===== config.mk =====
export PLATFORM = sky130hd
export DESIGN_NAME = csh_cyc_arb_flat
export DESIGN_NICKNAME = d
export VERILOG_FILES = /design/src/rtl/csh_cyc_arb_pkg.sv /design/src/rtl/csh_cyc_arb_if.sv /design/src/rtl/csh_pick.sv /design/src/rtl/csh_cyc_arb.sv /design/src/flat_wrapper.sv
export SDC_FILE = /design/constraint.sdc
export NUM_CORES = 1
export LEC_CHECK = 0
export ABC_AREA = 1
export BUFFER_PORTS_ARGS = -buffer_cell sky130_fd_sc_hd__clkbuf_2
export CELL_PAD_IN_SITES_DETAIL_PLACEMENT = 0
export CELL_PAD_IN_SITES_GLOBAL_PLACEMENT = 2
export CORE_MARGIN = 3
export CORE_UTILIZATION = 27
export CTS_CLUSTER_SIZE = 40
export DETAILED_ROUTE_END_ITERATION = 7
export HOLD_SLACK_MARGIN = 0.1
export PLACE_DENSITY_LB_ADDON = 0.2
export SLEW_MARGIN = 15
export SYNTH_ARGS = -nofsm -noshare
export SYNTH_HDL_FRONTEND = slang
export SYNTH_SLANG_ARGS = --single-unit

===== constraint.sdc =====
create_clock -name clk -period 1.8 [get_ports clk]
set_input_delay 0.09 -clock clk [delete_from_list [all_inputs] [get_ports clk]]
set_output_delay 0.09 -clock clk [all_outputs]
set_load 0.005 [all_outputs]

===== src/rtl/csh_cyc_arb_pkg.sv =====
// Shared types and defaults for the MBOX cache cycle arbiter/sequencer.
package csh_cyc_arb_pkg;

  typedef enum logic [1:0] {
    IDLE = 2'd0,
    RUN  = 2'd1,
    WAIT = 2'd2
  } csh_arb_state_t;

  localparam int CSH_NREQ      = 4;
  localparam int CSH_TSTEPS    = 4;
  localparam int CSH_RETRY_MAX = 7;

  localparam int CSH_SRC_MB   = 0;
  localparam int CSH_SRC_CHAN = 1;
  localparam int CSH_SRC_EBOX = 2;
  localparam int CSH_SRC_CCA  = 3;

endpackage


===== src/rtl/csh_cyc_arb_if.sv =====
// Request/grant and timing-chain signals between the cache requestors and the cycle arbiter.
interface csh_cyc_arb_if #(
  parameter int NREQ      = 4,
  parameter int TSTEPS    = 4,
  parameter int RETRY_MAX = 7
);
  localparam int IW = $clog2(NREQ);
  localparam int CW = $clog2(RETRY_MAX + 1);

  logic [NREQ-1:0]   REQ;
  logic [NREQ-1:0]   REQ_EN;
  logic              CYC_HOLD;
  logic              ABORT;
  logic              DONE;
  logic              RETRY;
  logic [NREQ-1:0]   GRANT;
  logic [NREQ-1:0]   CYC;
  logic [TSTEPS-1:0] T;
  logic [IW-1:0]     CUR_IDX;
  logic              CACHE_IDLE;
  logic [CW-1:0]     RETRY_CNT;
  logic              RETRY_ERR;

  modport master (
    output REQ, REQ_EN, CYC_HOLD, ABORT, DONE, RETRY,
    input  GRANT, CYC, T, CUR_IDX, CACHE_IDLE, RETRY_CNT, RETRY_ERR
  );

  modport slave (
    input  REQ, REQ_EN, CYC_HOLD, ABORT, DONE, RETRY,
    output GRANT, CYC, T, CUR_IDX, CACHE_IDLE, RETRY_CNT, RETRY_ERR
  );
endinterface


===== src/rtl/csh_pick.sv =====
// Combinational priority picker: retry override, then idx 0, then idx 1..NREQ-1
// (fixed low-index-first, or rotating from ptr when CSH_RR_ARB_EN is defined).
module csh_pick #(
  parameter int NREQ = 4,
  parameter int IW   = $clog2(NREQ)
) (
  input  logic [NREQ-1:0] elig,
`ifdef CSH_RR_ARB_EN
  input  logic [IW-1:0]   ptr,
`endif
  input  logic            rp_vld,
  input  logic [IW-1:0]   rp_idx,
  output logic            win_vld,
  output logic            rp_hit,
  output logic [IW-1:0]   win_idx,
  output logic [NREQ-1:0] win_oh
);

  always_comb begin
    win_vld = |elig;
    rp_hit  = 1'b0;
    win_idx = '0;
    if (rp_vld && elig[rp_idx]) begin
      rp_hit  = 1'b1;
      win_idx = rp_idx;
    end else if (elig[0]) begin
      win_idx = '0;
    end else begin
`ifdef CSH_RR_ARB_EN
      // Scan backwards so the source closest to ptr is the last writer.
      for (int k = NREQ - 2; k >= 0; k--) begin
        if (elig[((int'(ptr) - 1 + k) % (NREQ - 1)) + 1])
          win_idx = IW'(((int'(ptr) - 1 + k) % (NREQ - 1)) + 1);
      end
`else
      for (int i = NREQ - 1; i >= 1; i--) begin
        if (elig[i]) win_idx = IW'(i);
      end
`endif
    end
    win_oh = win_vld ? (NREQ'(1) << win_idx) : '0;
  end

endmodule


===== src/rtl/csh_cyc_arb.sv =====
// MBOX cache cycle arbiter/sequencer: grant, latch cycle type, run T0..T[TSTEPS-1] to DONE/ABORT/RETRY.
// Optional rotating priority among idx 1..NREQ-1 under CSH_RR_ARB_EN; fixed priority otherwise.
module csh_cyc_arb
  import csh_cyc_arb_pkg::*;
#(
  parameter int NREQ      = CSH_NREQ,
  parameter int TSTEPS    = CSH_TSTEPS,
  parameter int RETRY_MAX = CSH_RETRY_MAX
) (
  input  logic          clk,
  input  logic          RESET,
  csh_cyc_arb_if.slave  bus
);

  localparam int IW = $clog2(NREQ);
  localparam int CW = $clog2(RETRY_MAX + 1);
  localparam int T1 = (TSTEPS > 1) ? 1 : 0;

  csh_arb_state_t    state, state_nxt;
  logic [NREQ-1:0]   cyc, grant;
  logic [TSTEPS-1:0] t, t_sh;
  logic [IW-1:0]     cur_idx, rp_idx, win_idx;
  logic [CW-1:0]     retry_cnt;
  logic              retry_err, rp_vld;
  logic              win_vld, rp_hit;
  logic [NREQ-1:0]   win_oh;
  logic              do_grant, do_retry, do_done;
`ifdef CSH_RR_ARB_EN
  logic [IW-1:0]     rot_ptr;
`endif

  csh_pick #(.NREQ(NREQ), .IW(IW)) u_pick (
    .elig    (bus.REQ & bus.REQ_EN),
`ifdef CSH_RR_ARB_EN
    .ptr     (rot_ptr),
`endif
    .rp_vld  (rp_vld),
    .rp_idx  (rp_idx),
    .win_vld (win_vld),
    .rp_hit  (rp_hit),
    .win_idx (win_idx),
    .win_oh  (win_oh)
  );

  assign t_sh = t << 1;

  // RETRY outranks DONE, which outranks ABORT; ABORT only counts at T1 while still running.
  always_comb begin
    state_nxt = state;
    do_grant  = 1'b0;
    do_retry  = 1'b0;
    do_done   = 1'b0;
    unique case (state)
      IDLE: begin
        if (!bus.CYC_HOLD && win_vld) begin
          do_grant  = 1'b1;
          state_nxt = (TSTEPS == 1) ? WAIT : RUN;
        end
      end
      RUN: begin
        if (bus.RETRY) begin
          do_retry  = 1'b1;
          state_nxt = IDLE;
        end else if (bus.DONE) begin
          do_done   = 1'b1;
          state_nxt = IDLE;
        end else if ((TSTEPS > 1) && bus.ABORT && t[T1]) begin
          state_nxt = IDLE;
        end else if (t_sh[TSTEPS-1]) begin
          state_nxt = WAIT;
        end
      end
      WAIT: begin
        if (bus.RETRY) begin
          do_retry  = 1'b1;
          state_nxt = IDLE;
        end else if (bus.DONE) begin
          do_done   = 1'b1;
          state_nxt = IDLE;
        end
      end
      default: state_nxt = IDLE;
    endcase
  end

  always_ff @(posedge clk) begin
    if (RESET) begin
      state     <= IDLE;
      cyc       <= '0;
      grant     <= '0;
      t         <= '0;
      cur_idx   <= '0;
      retry_cnt <= '0;
      retry_err <= 1'b0;
      rp_vld    <= 1'b0;
      rp_idx    <= '0;
`ifdef CSH_RR_ARB_EN
      rot_ptr   <= IW'(1);
`endif
    end else begin
      state <= state_nxt;
      grant <= '0;
      if (do_grant) begin
        cyc     <= win_oh;
        grant   <= win_oh;
        t       <= TSTEPS'(1);
        cur_idx <= win_idx;
        if (!rp_hit) rp_vld <= 1'b0;
`ifdef CSH_RR_ARB_EN
        if (!rp_hit && win_idx != '0)
          rot_ptr <= (win_idx == IW'(NREQ - 1)) ? IW'(1) : win_idx + IW'(1);
`endif
      end else if (state != IDLE && state_nxt == IDLE) begin
        cyc     <= '0;
        t       <= '0;
        cur_idx <= '0;
      end else if (state == RUN) begin
        t <= t_sh;
      end
      if (do_retry) begin
        rp_vld <= 1'b1;
        rp_idx <= cur_idx;
        if (retry_cnt != CW'(RETRY_MAX)) retry_cnt <= retry_cnt + CW'(1);
        if (retry_cnt >= CW'(RETRY_MAX - 1)) retry_err <= 1'b1;
      end
      if (do_done) begin
        retry_cnt <= '0;
        rp_vld    <= 1'b0;
      end
    end
  end

  assign bus.GRANT      = grant;
  assign bus.CYC        = cyc;
  assign bus.T          = t;
  assign bus.CUR_IDX    = cur_idx;
  assign bus.CACHE_IDLE = (state == IDLE);
  assign bus.RETRY_CNT  = retry_cnt;
  assign bus.RETRY_ERR  = retry_err;

endmodule


===== src/flat_wrapper.sv =====
// flat-port wrapper written by rule: the top's interface ports become plain ports
module csh_cyc_arb_flat import csh_cyc_arb_pkg::*;
#(
  parameter int NREQ      = CSH_NREQ,
  parameter int TSTEPS    = CSH_TSTEPS,
  parameter int RETRY_MAX = CSH_RETRY_MAX
)
  (clk, RESET, bus_REQ, bus_REQ_EN, bus_CYC_HOLD, bus_ABORT, bus_DONE, bus_RETRY, bus_GRANT, bus_CYC, bus_T, bus_CUR_IDX, bus_CACHE_IDLE, bus_RETRY_CNT, bus_RETRY_ERR);
  csh_cyc_arb_if #(.NREQ(NREQ), .TSTEPS(TSTEPS), .RETRY_MAX(RETRY_MAX)) bus_i ();
  input  logic clk;
  input  logic RESET;
  input wire logic [$bits(bus_i.REQ)-1:0] bus_REQ;
  input wire logic [$bits(bus_i.REQ_EN)-1:0] bus_REQ_EN;
  input wire logic [$bits(bus_i.CYC_HOLD)-1:0] bus_CYC_HOLD;
  input wire logic [$bits(bus_i.ABORT)-1:0] bus_ABORT;
  input wire logic [$bits(bus_i.DONE)-1:0] bus_DONE;
  input wire logic [$bits(bus_i.RETRY)-1:0] bus_RETRY;
  output wire logic [$bits(bus_i.GRANT)-1:0] bus_GRANT;
  output wire logic [$bits(bus_i.CYC)-1:0] bus_CYC;
  output wire logic [$bits(bus_i.T)-1:0] bus_T;
  output wire logic [$bits(bus_i.CUR_IDX)-1:0] bus_CUR_IDX;
  output wire logic [$bits(bus_i.CACHE_IDLE)-1:0] bus_CACHE_IDLE;
  output wire logic [$bits(bus_i.RETRY_CNT)-1:0] bus_RETRY_CNT;
  output wire logic [$bits(bus_i.RETRY_ERR)-1:0] bus_RETRY_ERR;
  assign bus_i.REQ = bus_REQ;
  assign bus_i.REQ_EN = bus_REQ_EN;
  assign bus_i.CYC_HOLD = bus_CYC_HOLD;
  assign bus_i.ABORT = bus_ABORT;
  assign bus_i.DONE = bus_DONE;
  assign bus_i.RETRY = bus_RETRY;
  assign bus_GRANT = bus_i.GRANT;
  assign bus_CYC = bus_i.CYC;
  assign bus_T = bus_i.T;
  assign bus_CUR_IDX = bus_i.CUR_IDX;
  assign bus_CACHE_IDLE = bus_i.CACHE_IDLE;
  assign bus_RETRY_CNT = bus_i.RETRY_CNT;
  assign bus_RETRY_ERR = bus_i.RETRY_ERR;
  csh_cyc_arb #(.NREQ(NREQ), .TSTEPS(TSTEPS), .RETRY_MAX(RETRY_MAX)) u_core (.clk(clk), .RESET(RESET), .bus(bus_i));
endmodule

==> out/qor.yml, run 1 <==
routabilityCongestion: 0.717
rows: 23
first_iter_violations: 14
hpwl_um: 2180
crit_type: "register to register"
antenna_found_initial: 0
min_period_over_period: 0.877
crit_cells: 10
core_area_sq_um: 4060
htree_levels: 1
final_hold_viol_count: 0
rsz0062_at_grt: "no"
critPathMaxStageDelay_ps: 420
cpMostUsedCell: "nand2_1"
cts_tree: "yes"
required_ps: 1960
synth_nets: 176
root_buffer: "clkbuf_8"
grt_usage: 0.109
io-pin-count: 33
start_util: 0.282
drc_errors: 0
ant_nets: 0
drt_wl_total_um: 2600
ir_worst_vdd_mv: 0.444
regToRegSetupSlack_ps: 220
grt_pass1_wl_um: 4490
final_core_util: 0.353
crit_start: "u_core.state[1]"
wl_per_cell_um: 10.7
grt_pass1_vias: 1014
finalSetupViolCount: 0
crit_fanout: 8
diodes: 0
cts_buffers: 3
ys_types: 20
r2r-start: "u_core.state[1]"
min-delay-start: "bus_CYC_HOLD"
finalHoldWorstSlack_ps: 171
io_buffers: 32
drv_cap: 0
layout-drive-gt1-share: 0.326
ys_warn_count: 0
power_density_nw_per_um2: 749
status: "finished clean"
ys_seq_area_frac: 0.402
syn_area_sq_um: 1140
chipWidth_um: 71.1
num-nets-final: 215
clock_skew_ps: 1.15
r2r_cells: 10
arrival_ps: 1730
hold_depth: 4
clkTransAtPathRegs_ps: 80
synthToLayoutAreaGrowth_pct: 25.0
relSlewSlack: 0.817
period_needed_ps: 1580
cts.sinks: 23
via_per_inst: 4.36
grt_start_max_net_pins: 14
worstMarginPinSlew_ps: 273
report.power.total_mw: 1.07
grt_overflow: 0
syn-instance-count: 155
crit_chain: "inv_2 > ha_1 > nand2_1 > o21ai_1 > nand3_1 > nand2_1 > nand2_1 > nand3_4 > nand2_2 > nor2_2"
slew_violations: 0
cp_top_family: "simple AND/OR/NAND/NOR gates"
leakage_nw: 0.744
cts_resized: 0
crit_buf_inv: 1
start_kind: "register"
setup_tns_ps: 0
via_count: 1060
fmax_mhz: 634
place_area_sq_um: 1380
clock_path_buffers: 2
synth_area_per_cell_sq_um: 7.39
crit_slowest_cell: "dfxtp_1"
insertion_delay_ps: 260
die_height_um: 71.1
endpoint_kind: "register"
dieArea_sq_um: 5060
design_area_sq_um: 1430
ys_ff_latch: 23
hold_path.class: "primary input to register"
drtPass1Iterations: 4
## synth_stat cells, drive strengths merged
| cell type | count | area share |
|---|---|---|
| nand3 | 17 | 0.094 |
| ha | 7 | 0.076 |
| a21oi | 9 | 0.043 |
| inv | 23 | 0.075 |
| o21bai | 1 | 0.0066 |
| nand2 | 49 | 0.18 |
| dfxtp | 23 | 0.40 |
| a31oi | 1 | 0.0055 |
| o21ai | 9 | 0.043 |
| nor2 | 16 | 0.072 |
## cell usage in the layout (no fill, tap or decap), types with 2 or more instances in the layout
master    count
nand2_2       7
dfxtp_1      23
a21oi_1       8
inv_2         6
clkbuf_8      3
nor2_1        9
o21ai_0       7
clkbuf_2     32
ha_1          7
nand2_1      41
nor2_2        6
nand3_1      14
inv_1        17
nand3_2       2
## per-layer routing
metal	GRT usage	share of wire	vias to the layer above	wire length [um]
met1	0.141	0.47	470	1230
met5	0	0	-	0
li1	-	-	566	-
met4	0.0438	0.016	0	42
met3	0.0213	0.037	5	97
met2	0.179	0.47	19	1220
## where the power goes
part	switching [mW]	leakage, nW	total (mW)	internal (mW)
Clock	0.161	0.0255	0.316	0.154
Sequential	0.0180	0.187	0.553	0.535
Combinational	0.125	0.531	0.205	0.0791
Total	0.305	0.744	1.07	0.768
## tightest hold or removal path: cells and delay by family
kind / cells / cell delay [ps]
buffers and inverters: 1 / 100
AND/OR/NAND/NOR: 3 / 200
## kinds of logic (layout without fill, tap and decap cells)
kind of cell             after synthesis  in the layout  synth area share
AND/OR/NAND/NOR                       82             82             0.349
AO/OA/AOI/OAI                         20             20            0.0973
buffers and inverters                 23             61            0.0754
adder cells (fa/ha/maj)                7              7            0.0765
flip-flops                            23             23             0.402
## layout make-up
cell class,count,area [sq um]
Inverter,23,86.3
Clock buffer,3,41.3
Clock inverter,1,5.00
Timing Repair Buffer,34,178
Multi-Input combinational cell,109,598
Sequential cell,23,460
Fill cell,458,2630
Tap cell,50,62.6
## stage by stage
stage          cells  setup slack [ps]
3_5_place_dp     238               219
3_3_place_gp     238               253
2_1_floorplan    155               394
5_1_grt          243              78.9
6_report         243               222
4_1_cts          243               207
## sequential cells by signal (all words and copies together) (netlist names)
register	cells
u_core.bus.CYC	4
u_core.bus.GRANT	4
u_core.bus.T	4
u_core.bus.RETRY_CNT	3
u_core.bus.CUR_IDX	2
u_core.rp_idx	2
u_core.state	2
u_core.bus.RETRY_ERR	1
u_core.rp_vld	1
## repair_timing
action                     4_1_cts  5_1_grt
buffers inserted                 0        0
hold buffers                     1        0
setup endpoints to repair        0        0
hold endpoints to repair         3        0
## final timing paths
kind                                     endpoint
worst min-delay path              u_core.bus.T[0]
worst min register to register  u_core.bus.CYC[2]
worst max register to register    u_core.bus.T[3]
worst max-delay path              u_core.bus.T[3]
Power figures use the tool's default switching activity.
==> run 2, diff against run 1 <==
- RECOVER_POWER: unset -> 100
==> run 2 against run 1 <==
Effect of this change:
- first-iteration DRC count down 43%
- via count shrank 0.19%
- utilization is 0.59 points lower
- sequential power barely moved
- non-clock buffer count did not move
- largest cell class unchanged
- total power down 0.66%
- critical path type unchanged
- worst setup slack got worse by 19 ps
- flip-flop and latch count did not move
- largest power group unchanged
- design area decreased by 1.7%
- clock skew hardly changed
==> out/qor.yml, run 2 (synthesized netlist as in run 1, its figures left out) <==
status: "finished clean"
crit_fanout: 8  # unchanged
fmax_mhz: 626  # -1.2%
grt_pass1_vias: 1014  # unchanged
grt_pass1_wl_um: 4490  # unchanged
routabilityCongestion: 0.717  # unchanged
insertion_delay_ps: 260  # about the same
io_buffers: 32  # unchanged
endpoint_kind: "register"
min_period_over_period: 0.887  # +0.0108
via_count: 1058  # -0.19%
crit_type: "register to register"
dp_slack_ps: 219  # unchanged
stdcell_count: 243  # unchanged
cts_resized: 0  # unchanged
grt_overflow: 0  # unchanged
relSlewSlack: 0.817  # about the same
drt_wl_total_um: 2600  # +0.15%
final_common_cell: "nand2_1"
cts.sinks: 23  # unchanged
chipWidth_um: 71.1  # unchanged
final_hold_viol_count: 0  # unchanged
drtPass1Iterations: 4  # unchanged
hpwl_um: 2180  # unchanged
hold_path.class: "primary input to register"
synthToLayoutAreaGrowth_pct: 23.0
setup_ws_ps: 203  # -19.4 ps
setup_tns_ps: 0  # unchanged
required_ps: 1960  # about the same
place_area_sq_um: 1380  # unchanged
arrival_ps: 1750  # +20 ps
core_area_sq_um: 4060  # unchanged
multi_input_area_sq_um: 588  # -1.7%
leakage_nw: 0.713  # -4.1%
dp.cells: 238  # unchanged
fill_cells: 459  # +0.22%
final_core_util: 0.347  # -0.00586
dieArea_sq_um: 5060  # unchanged
via_per_inst: 4.35  # -0.19%
ant_nets: 0  # unchanged
first_iter_violations: 8  # -6
grt_start_max_net_pins: 14  # unchanged
cts_setup_buffers: 0  # unchanged
finalHoldWorstSlack_ps: 208  # +36.7 ps
seq_area_sq_um: 460  # unchanged
report.power.total_mw: 1.07  # -0.66%
hold_buffers: 1  # unchanged
start_kind: "register"
ir_worst_vdd_mv: 0.416  # -6.4%
period_needed_ps: 1600  # +19.4 ps
num-nets-final: 215  # unchanged
io-pin-count: 33  # unchanged
final_cell_mix: "42 x nand2_1, 24 x clkbuf_2, 23 x dfxtp_1"
rsz0062_at_grt: "no"
design_area_sq_um: 1410  # -1.7%
layout-drive-gt1-share: 0.264  # -0.0622
drc_errors: 0  # unchanged
htree_levels: 1  # unchanged
worstMarginPinSlew_ps: 273  # -0.158 ps
drv_cap: 0  # unchanged
clkTransAtPathRegs_ps: 80  # about the same
finalSetupViolCount: 0  # unchanged
antenna_found_initial: 0  # unchanged
clock_path_buffers: 2  # unchanged
slew_violations: 0  # unchanged
grt_usage: 0.109  # unchanged
start_util: 0.282  # unchanged
power_density_nw_per_um2: 757  # +1.0%
diodes: 0  # unchanged
rows: 23  # unchanged
clock_skew_ps: 1.18  # +0.0352 ps
cts_tree: "yes"
wl_per_cell_um: 10.7  # +0.15%
root_buffer: "clkbuf_8"
die_height_um: 71.1  # unchanged
cts_buffers: 3  # unchanged
==> run 2: changes by cell type in the layout (fill, tap and decap cells not counted), sizes merged <==
cell / before / now
buf: 1 / 0
clkbuf: 35 / 36
==> run 2: cell type report <==
type,instances,share of cell area
clock buffer,3,0.0293
clock inverter,1,0.00356
inverter,23,0.0613
multi-input combinational,109,0.418
sequential,23,0.327
tap,50,0.0444
timing repair buffer,34,0.116
==> run 2: per-layer routing <==
metal | vias up | track usage | wire (um)
li1 | 565 | - | -
met1 | 467 | 0.141 | 1230
met2 | 21 | 0.179 | 1220
met3 | 5 | 0.0213 | 113
met4 | 0 | 0.0438 | 42
met5 | - | 0 | 0
==> run 2: power by group <==
group	internal, mW	switching (mW)	leakage (nW)
clock network	0.154	0.161	0.0255
logic	0.0744	0.123	0.501
registers	0.535	0.0178	0.187
total	0.763	0.302	0.713
==> run 2: final timing paths <==
| path | from | endpoint | slack [ps] | cells after the start |
|---|---|---|---|---|
| worst max register to register | u_core.state[1] | u_core.bus.T[3] | 200 | 10 |
| worst max-delay path | u_core.state[1] | u_core.bus.T[3] | 200 | 10 |
| worst min register to register | u_core.bus.CYC[2] | u_core.bus.CYC[2] | 470 | 2 |
| worst min-delay path | bus_DONE | u_core.bus.RETRY_CNT[1] | 210 | 4 |
==> run 2: worst max-delay path, cell delays in order (launching register included) <==
cell,delay (ps)
dfxtp_1,420
inv_2,80
ha_1,260
nand2_1,90
o21ai_0,80
nand3_1,70
nand2_1,50
nand2_1,130
nand3_4,140
nand2_2,130
nor2_2,30
==> run 3, diff against run 2 <==
- CORE_MARGIN: 3 -> 2
==> run 3 against run 2 <==
Effect of this change:
- clock skew up 1.2 ps
- global-route usage is 0.73 points higher
- clock power is 2% higher
- design area rose by 0.27%
- register-to-register slack better by 40 ps
- largest cell class unchanged
- clock-buffer cell count is the same
- sequential power barely moved
- flip-flop and latch count did not move
- non-clock buffer count is the same
- critical path type unchanged
- fmax rose by 2.4%
==> out/qor.yml, run 3 (synthesized netlist as in run 1, its figures left out) <==
netSwitchingPower_mw: 0.305  # +0.94%
cts_buffers: 3  # unchanged
crit_type: "register to register"
hold_depth: 4  # unchanged
setup_tns_ps: 0  # unchanged
antenna_found_initial: 0  # unchanged
via_count: 1049  # -0.85%
r2r-end: "u_core.bus.T[3]"
insertion_delay_ps: 260  # about the same
fmax_mhz: 641  # +2.4%
htree_levels: 1  # unchanged
arrival_ps: 1720  # -30 ps
r2r_cells: 10  # unchanged
grt_pass1_vias: 1070  # +5.5%
wl_per_cell_um: 10.5  # -2.2%
clkTransAtPathRegs_ps: 80  # about the same
drtPass1Iterations: 4  # unchanged
io_buffers: 32  # unchanged
leakage_nw: 0.716  # +0.38%
grt_usage: 0.117  # +0.00728
crit_chain: "inv_2 > ha_1 > nand2_1 > o21ai_0 > nand3_1 > nand2_1 > nand2_1 > nand3_4 > nand2_2 > nor2_2"
min_to: "u_core.bus.RETRY_CNT[1]"
routabilityCongestion: 0.793  # +11%
crit_slowest_cell: "dfxtp_2"
critPathMaxStageDelay_ps: 390  # -30 ps
final_cell_mix: "41 x nand2_1, 24 x clkbuf_2, 22 x dfxtp_1"
grt_pass1_wl_um: 4630  # +3.1%
r2r-start: "u_core.state[1]"
chipWidth_um: 69.1  # -2.8%
drv_cap: 0  # unchanged
layout-drive-gt1-share: 0.269  # +0.00518
relSlewSlack: 0.821  # +0.00379
via_per_inst: 4.32  # -0.85%
cts_setup_buffers: 0  # unchanged
hpwl_um: 2090  # -4.0%
num-nets-final: 215  # unchanged
period_needed_ps: 1560  # -37.0 ps
seq_power_share: 0.516  # -0.002
rsz0062_at_grt: "no"
hold_path.class: "primary input to register"
io-pin-count: 33  # unchanged
crit_start: "u_core.state[1]"
clock_skew_ps: 2.38  # +1.19 ps
start_util: 0.284  # +0.00202
core_area_sq_um: 4030  # -0.71%
cts.sinks: 23  # unchanged
drc_errors: 0  # unchanged
required_ps: 1960  # about the same
regToRegSetupSlack_ps: 240  # +40 ps
p_comb_frac: 0.183  # -0.002
min-delay-start: "bus_DONE"
diodes: 0  # unchanged
final_hold_viol_count: 0  # unchanged
worstMarginPinSlew_ps: 267  # -5.67 ps
status: "finished clean"
slew_violations: 0  # unchanged
root_buffer: "clkbuf_8"
crit_fanout: 8  # unchanged
grt_overflow: 0  # unchanged
power_density_nw_per_um2: 758  # about the same
stdcell_count: 243  # unchanged
cpMostUsedCell: "nand2_1"
first_iter_violations: 44  # +36
cts_tree: "yes"
rows: 23  # unchanged
dieArea_sq_um: 4780  # -5.5%
endpoint_kind: "register"
clock_path_buffers: 2  # unchanged
synthToLayoutAreaGrowth_pct: 23.3
final_common_cell: "nand2_1"
dp.cells: 238  # unchanged
p_int_mw: 0.764  # +0.13%
power_frac_clock: 0.301  # +0.005
start_kind: "register"
ir_worst_vdd_mv: 0.265  # -36%
drt_wl_total_um: 2540  # -2.2%
switching_share: 0.285  # +0.00163
die_height_um: 69.1  # -2.8%
min_period_over_period: 0.867  # -0.0206
fill_cells: 472  # +2.8%
finalSetupViolCount: 0  # unchanged
grt_start_max_net_pins: 14  # unchanged
ant_nets: 0  # unchanged
[run 3: through the flow]
stage          utilization  setup WS [ps]  power, mW  cell area (sq um)  hold WS, ps
2_1_floorplan            -            394      0.698               1140          162
3_3_place_gp         0.341            188      0.767               1380          342
5_1_grt              0.350           58.2       1.15               1410          200
3_5_place_dp         0.341            160      0.768               1380          350
4_1_cts              0.355            144       1.11               1430          171
6_report             0.350            240       1.07               1410          183
[run 3: area by class of cell]
cell class / count / area (sq um) / share of cell area
clock inverter: 1 / 5.00 / 0.00355
multi-input combinational: 109 / 591 / 0.418
timing repair buffer: 34 / 164 / 0.116
tap: 50 / 62.6 / 0.0443
inverter: 23 / 86.3 / 0.0612
clock buffer: 3 / 41.3 / 0.0293
sequential: 23 / 462 / 0.327
[run 3: worst max-delay path by stage]
| stage | to | slack [ps] | cells past startpoint |
|---|---|---|---|
| 2_1_floorplan | u_core.bus.T[3] | 390 | 10 |
| 3_3_place_gp | u_core.bus.T[1] | 190 | 10 |
| 3_5_place_dp | u_core.bus.T[3] | 160 | 10 |
| 4_1_cts | u_core.bus.T[3] | 140 | 10 |
| 5_1_grt | u_core.bus.T[1] | 60 | 10 |
| 6_report | u_core.bus.T[3] | 240 | 10 |
[run 3: power by group through the flow]
stage	clock, mW	combinational [mW]	sequential [mW]
2_1_floorplan	0	0.133	0.564
3_3_place_gp	0	0.203	0.564
3_5_place_dp	0	0.204	0.565
4_1_cts	0.348	0.207	0.553
5_1_grt	0.367	0.226	0.557
6_report	0.322	0.195	0.552
[run 3: layer usage]
metal | wire length, um | global-route usage | up-vias
met3 | 75 | 0.0205 | 5
met2 | 1200 | 0.194 | 15
li1 | - | - | 561
met4 | 40 | 0.0458 | 0
met1 | 1230 | 0.149 | 468
met5 | 0 | 0 | -
[run 3: what timing repair did]
item                                   in CTS  in global routing
resized for setup                           0                  1
hold buffers                                1                  0
endpoints found under the hold margin       3                  0
setup endpoints to repair                   0                  2
[run 3: critical path, delay by kind of cell (launching register included)]
family / cells / cell delay, ps
buffers and inverters: 1 / 70
adder cells (fa/ha/maj): 1 / 260
flip-flops: 1 / 390
AND/OR/NAND/NOR: 7 / 680
AO/OA/AOI/OAI: 1 / 70
